### config.mk
export PLATFORM = sky130hd
export DESIGN_NAME = seven_seg_scan
export DESIGN_NICKNAME = d
export VERILOG_FILES = /design/src/rtl/seven_seg_pkg.sv /design/src/rtl/hex_to_seg7.sv /design/src/rtl/seven_seg_scan.sv
export SDC_FILE = /design/constraint.sdc
export NUM_CORES = 1
export LEC_CHECK = 0
export ABC_AREA = 1
export BUFFER_PORTS_ARGS = -buffer_cell sky130_fd_sc_hd__buf_2
export CAP_MARGIN = 20
export CELL_PAD_IN_SITES_DETAIL_PLACEMENT = 1
export CELL_PAD_IN_SITES_GLOBAL_PLACEMENT = 2
export CORE_MARGIN = 2
export CORE_UTILIZATION = 36
export CTS_BUF_LIST = sky130_fd_sc_hd__clkbuf_8
export DETAILED_ROUTE_END_ITERATION = 8
export PLACE_DENSITY_LB_ADDON = 0.05
export SYNTH_ARGS = -nofsm -noshare
export SYNTH_HDL_FRONTEND = slang
export SYNTH_SLANG_ARGS = --single-unit
### constraint.sdc
create_clock -name i_clk -period 5.7 [get_ports i_clk]
set_clock_uncertainty 0.2 [all_clocks]
set_input_delay 1.71 -clock i_clk [delete_from_list [all_inputs] [get_ports i_clk]]
set_output_delay 1.71 -clock i_clk [all_outputs]
set_load 0.05 [all_outputs]
### src/rtl/seven_seg_pkg.sv
// Shared constants for the seven-segment scan driver: hex segment table,
// inactive levels (active-high domain) and the digit-index width helper.
package seven_seg_pkg;

    // Bit order is {g,f,e,d,c,b,a}, active-high.
    localparam logic [6:0] SEG_TABLE [16] = '{
        7'h3F, 7'h06, 7'h5B, 7'h4F, 7'h66, 7'h6D, 7'h7D, 7'h07,
        7'h7F, 7'h6F, 7'h77, 7'h7C, 7'h39, 7'h5E, 7'h79, 7'h71
    };

    localparam logic [6:0] SEG_OFF = 7'h00;
    localparam logic       DP_OFF  = 1'b0;
    localparam logic       AN_OFF  = 1'b0;

    function automatic int idx_width(input int num_digits);
        return (num_digits > 1) ? $clog2(num_digits) : 1;
    endfunction

endpackage

### src/rtl/hex_to_seg7.sv
// Combinational nibble to active-high seven-segment pattern.
module hex_to_seg7
    import seven_seg_pkg::*;
(
    input  logic [3:0] i_nib,
    output logic [6:0] o_seg
);

    assign o_seg = SEG_TABLE[i_nib];

endmodule

### src/rtl/seven_seg_scan.sv
// Time-multiplexed N-digit seven-segment driver with frame-synchronous
// value update, blanking, leading-zero suppression and anode guard time.
module seven_seg_scan
    import seven_seg_pkg::*;
#(
    parameter int NUM_DIGITS     = 4,
    parameter int REFRESH_DIV    = 50000,
    parameter int GUARD          = 2,
    parameter int SEG_ACTIVE_LOW = 0,
    parameter int AN_ACTIVE_LOW  = 1,
    parameter int LZ_SUPPRESS    = 0
) (
    input  logic                    i_clk,
    input  logic                    i_rst,
    input  logic [4*NUM_DIGITS-1:0] i_value,
    input  logic [NUM_DIGITS-1:0]   i_dp_in,
    input  logic [NUM_DIGITS-1:0]   i_blank,
    input  logic                    i_load,
    output logic [6:0]              o_seg,
    output logic                    o_dp,
    output logic [NUM_DIGITS-1:0]   o_an,
    output logic                    o_frame_start
);

    localparam int IDX_W = idx_width(NUM_DIGITS);
    localparam int CNT_W = (REFRESH_DIV > 1) ? $clog2(REFRESH_DIV) : 1;
    localparam int VAL_W = 4 * NUM_DIGITS;

    logic [CNT_W-1:0]      r_cnt;
    logic [IDX_W-1:0]      r_idx;

    logic [VAL_W-1:0]      r_pend_value;
    logic [NUM_DIGITS-1:0] r_pend_dp;
    logic [NUM_DIGITS-1:0] r_pend_blank;
    logic                  r_pend_valid;

    logic [VAL_W-1:0]      r_disp_value;
    logic [NUM_DIGITS-1:0] r_disp_dp;
    logic [NUM_DIGITS-1:0] r_disp_blank;

    logic [6:0]            r_seg;
    logic                  r_dp;
    logic [NUM_DIGITS-1:0] r_an;
    logic                  r_frame_start;

    logic                  w_cnt_last;
    logic                  w_idx_last;
    logic                  w_swap;
    logic                  w_lit;
    logic [3:0]            w_nib;
    logic [6:0]            w_hex_seg;
    logic [NUM_DIGITS-1:0] w_upper_zero;
    logic                  w_dark;
    logic [6:0]            w_seg;
    logic                  w_dp;
    logic [NUM_DIGITS-1:0] w_an;
    logic                  w_frame_start;

    assign w_cnt_last = (r_cnt == CNT_W'(REFRESH_DIV - 1));
    assign w_idx_last = (r_idx == IDX_W'(NUM_DIGITS - 1));
    assign w_swap     = w_cnt_last && w_idx_last && r_pend_valid;

    always_ff @(posedge i_clk) begin
        if (i_rst) begin
            r_cnt <= '0;
            r_idx <= '0;
        end else if (w_cnt_last) begin
            r_cnt <= '0;
            r_idx <= w_idx_last ? '0 : r_idx + 1'b1;
        end else begin
            r_cnt <= r_cnt + 1'b1;
        end
    end

    // The swap reads the pending copy from before this edge, so a load on
    // the swap edge stays pending and is shown one frame later.
    always_ff @(posedge i_clk) begin
        if (i_rst) begin
            r_pend_value <= '0;
            r_pend_dp    <= '0;
            r_pend_blank <= '0;
            r_pend_valid <= 1'b0;
            r_disp_value <= '0;
            r_disp_dp    <= '0;
            r_disp_blank <= '0;
        end else begin
            if (w_swap) begin
                r_disp_value <= r_pend_value;
                r_disp_dp    <= r_pend_dp;
                r_disp_blank <= r_pend_blank;
            end
            if (i_load) begin
                r_pend_value <= i_value;
                r_pend_dp    <= i_dp_in;
                r_pend_blank <= i_blank;
                r_pend_valid <= 1'b1;
            end else if (w_swap) begin
                r_pend_valid <= 1'b0;
            end
        end
    end

    assign w_nib = r_disp_value[{r_idx, 2'b00} +: 4];

    hex_to_seg7 u_hex_to_seg7 (
        .i_nib (w_nib),
        .o_seg (w_hex_seg)
    );

    // w_upper_zero[i]: digit i and every more-significant digit are zero.
    always_comb begin
        logic zero_run;
        zero_run     = 1'b1;
        w_upper_zero = '0;
        for (int i = NUM_DIGITS - 1; i >= 0; i--) begin
            zero_run        = zero_run && (r_disp_value[4*i +: 4] == 4'h0);
            w_upper_zero[i] = zero_run;
        end
    end

    assign w_dark = r_disp_blank[r_idx]
                  | ((LZ_SUPPRESS != 0) && (r_idx != '0) && w_upper_zero[r_idx]);
    assign w_seg  = w_dark ? SEG_OFF : w_hex_seg;
    assign w_dp   = r_disp_blank[r_idx] ? DP_OFF : r_disp_dp[r_idx];
    assign w_lit  = (r_cnt >= CNT_W'(GUARD));
    assign w_frame_start = (r_cnt == '0) && (r_idx == '0);

    always_comb begin
        w_an        = {NUM_DIGITS{AN_OFF}};
        w_an[r_idx] = w_lit;
    end

    always_ff @(posedge i_clk) begin
        if (i_rst) begin
            r_seg         <= SEG_OFF;
            r_dp          <= DP_OFF;
            r_an          <= {NUM_DIGITS{AN_OFF}};
            r_frame_start <= 1'b0;
        end else begin
            r_seg         <= w_seg;
            r_dp          <= w_dp;
            r_an          <= w_an;
            r_frame_start <= w_frame_start;
        end
    end

    // Registers hold active-high levels; board polarity is applied here.
    assign o_seg         = (SEG_ACTIVE_LOW != 0) ? ~r_seg : r_seg;
    assign o_dp          = (SEG_ACTIVE_LOW != 0) ? ~r_dp  : r_dp;
    assign o_an          = (AN_ACTIVE_LOW  != 0) ? ~r_an  : r_an;
    assign o_frame_start = r_frame_start;

endmodule

==> metrics.yaml <==
outcome:
  status: "finished clean"
floorplan:
  die_w_microns: 104.2
  pin_count: 40
  core_region_area_sq_um: 9774
  initial_core_util_pct: 36.94
  rows: 36
  die_h_microns: 104.2
  dieArea_sq_um: 10850
timing:
  final_hold_viol_count: 0
  maxSlewViolCount: 0
  slew-limit-headroom_pct: 40.56
  setup_viol: 0
  finalSetupTns_ps: 0
  period_share_pct: 52.09
  worst_hold_slack_ps: 279.1
  max_freq_mhz: 336.8
  grt_setup_unrepaired: "false"
  worstMarginPinSlew_ps: 884.8
  fin_ws_ps: 2731
  finalCriticalPeriod_ps: 2969
critical_path:
  required_ps: 5780
  slowest_delay_ps: 720
  cp_slowest_cell: "nor3_1"
  path_cells: "buf_2 > nor3_1 > inv_1 > a21oi_1"
  worstSetupPathType: "primary input to flip-flop"
  critPathBufInv: 2
  critPathMaxFanout: 5
  crit_path_end_kind: "flip-flop"
  cp-start-kind: "primary input"
  cpLargestDelayFamily: "simple AND/OR/NAND/NOR gates"
  worstPathArrival_ps: 3050
  reg2reg_slack_ps: 2870
layout:
  final_common_cell: "nor2_1"
  utilization_pct: 41.79
  final_cell_mix: "nor2_1, nand2_1, dfxtp_1, inv_1, buf_2"
  syn_to_final_growth_pct: 13.13
  nFillCells: 1296
  nets: 593
  drive_gt1_share_pct: 12.23
  antenna_cells: 0
  final_cells: 689
  design_area_sq_um: 4085
logic_synthesis:
  syn_avg_cell_area_sq_um: 6.971
  synth.distinct_cells: 29
  synth_top_family_by_area: "simple AND/OR/NAND/NOR gates"
  synth_mux_area_share_pct: 0
  synth-compound-area-share_pct: 8.870
  synth_xor_xnor_area_share_pct: 0.9702
  syn_inst: 518
  synth_seq_cells: 80
  synth_nets: 559
  synth_fa_ha_area_share_pct: 4.851
  yosysWarningCount: 0
  synth_area_sq_um: 3611
  yosys.area_share.simple_pct: 32.36
  yosysSeqAreaShare_pct: 44.35
routing:
  drc: 0
  ant_nets: 0
  drtPass1Iterations: 4
  routed_wl_mm: 8.921
  vias: 3155
  viasPerCell: 4.579
  wire_per_inst_microns: 12.95
  drt_first_iter_violations: 101
grt:
  overflow: 0
  grt_pass1_vias: 3232
  antenna_found_initial: 0
  grt_usage_pct: 17.56
  grt_pass1_wl_mm: 15.59
  grt_max_degree: 49
clocking:
  clk_pin_slew_ps: 90
  cts_resized: 0
  clk_latency_ps: 360
  cts_setup_buffers: 0
  cts_max_path_buffers: 2
  clk_root_buffer_cell: "clkbuf_8"
  cts_tree: "yes"
  holdBufCountCts: 0
  clock_sinks: 80
  cts_made_buffers: 9
  htree_levels: 3
place:
  dp_cells: 674
  gp_congestion: 0.8161
  place_area_sq_um: 3891
  place.port_buffers: 39
  post-place-ws_ps: 2288
  dp_hpwl_mm: 6.196
power_and_ir_drop:
  powerDensity_nw_per_um2: 264.3
  total_power_mw: 1.080
  power_leakage_nw: 1.927
  ir_drop_uv: 106.6
run:
  drv_cap: 0
worst_hold_path:
  hp-class: "flip-flop to flip-flop"
state kept, by name (all words and copies together) (netlist names):
register       count
r_pend_valid       1
r_cnt             16
o_frame_start      1
r_disp_value      16
r_idx              2
r_disp_dp          4
r_an               4
r_disp_blank       4
r_pend_blank       4
r_pend_dp          4
o_seg              7
r_pend_value      16
o_dp               1
metal layers:
| metal | vias up | global-route usage, % | routed length [microns] |
|---|---|---|---|
| li1 | 1680 | - | - |
| met1 | 1430 | 23.72 | 4623 |
| met2 | 34 | 28.15 | 3972 |
| met3 | 11 | 3.008 | 203 |
| met4 | 0 | 6.564 | 122 |
| met5 | - | 0 | 0 |
power breakdown:
part | internal [mW] | total (mW) | switching [mW]
Clock | 0.212 | 0.427 | 0.215
Sequential | 0.576 | 0.586 | 0.00974
Combinational | 0.0212 | 0.0665 | 0.0453
synthesized netlist by cell type:
| library cell | count | share of area (%) |
|---|---|---|
| a32oi_1 | 1 | 0.24 |
| nor3b_1 | 3 | 0.62 |
| or2_2 | 1 | 0.17 |
| a31oi_1 | 1 | 0.17 |
| nor2_1 | 130 | 14 |
| buf_2 | 5 | 0.69 |
| xor2_1 | 3 | 0.73 |
| nor3_1 | 4 | 0.55 |
| o211ai_1 | 2 | 0.42 |
| clkbuf_1 | 10 | 1.0 |
| nand4_1 | 3 | 0.52 |
| a21oi_1 | 22 | 3.0 |
| nor2_4 | 1 | 0.31 |
| nand3_1 | 23 | 3.2 |
| dfxtp_1 | 80 | 44 |
| ha_1 | 14 | 4.9 |
| nand3b_1 | 3 | 0.62 |
| nand2_1 | 106 | 11 |
| buf_6 | 3 | 0.94 |
| nand4_2 | 1 | 0.35 |
| or2_0 | 2 | 0.35 |
| xnor2_1 | 1 | 0.24 |
| inv_1 | 51 | 5.3 |
| nor2_2 | 1 | 0.17 |
| nand3_2 | 1 | 0.28 |
| nor4_1 | 3 | 0.52 |
| o21ai_0 | 36 | 5.0 |
| nand2_2 | 1 | 0.17 |
| inv_2 | 6 | 0.62 |
worst paths after layout:
path / to / depth (start not counted) / startpoint
min: r_cnt[0]$_SDFF_PP0_ / 1 / r_cnt[0]$_SDFF_PP0_
max reg2reg: o_dp$_SDFF_PP0_ / 6 / r_idx[0]$_SDFFE_PP0N_
min reg2reg: r_cnt[0]$_SDFF_PP0_ / 1 / r_cnt[0]$_SDFF_PP0_
max: o_dp$_SDFF_PP0_ / 4 / i_rst
final cells by class:
| type | count | area (sq um) | area share (%) |
|---|---|---|---|
| clock buffers | 10 | 137.6 | 3.369 |
| clock inverters | 5 | 56.30 | 1.378 |
| inverters | 57 | 214.0 | 5.237 |
| multi-input cells | 363 | 1699 | 41.59 |
| flip-flops and latches | 80 | 1602 | 39.20 |
| well taps | 133 | 166.4 | 4.074 |
| repair buffers | 41 | 210.2 | 5.145 |
cell families after synthesis:
group                    count (synthesis)
AND/OR/NAND/NOR                        283
flip-flops                              80
buffers and inverters                   75
AO/OA/AOI/OAI                           62
adder cells (fa/ha/maj)                 14
XOR/XNOR                                 4
(Power assumes the default switching activity.)
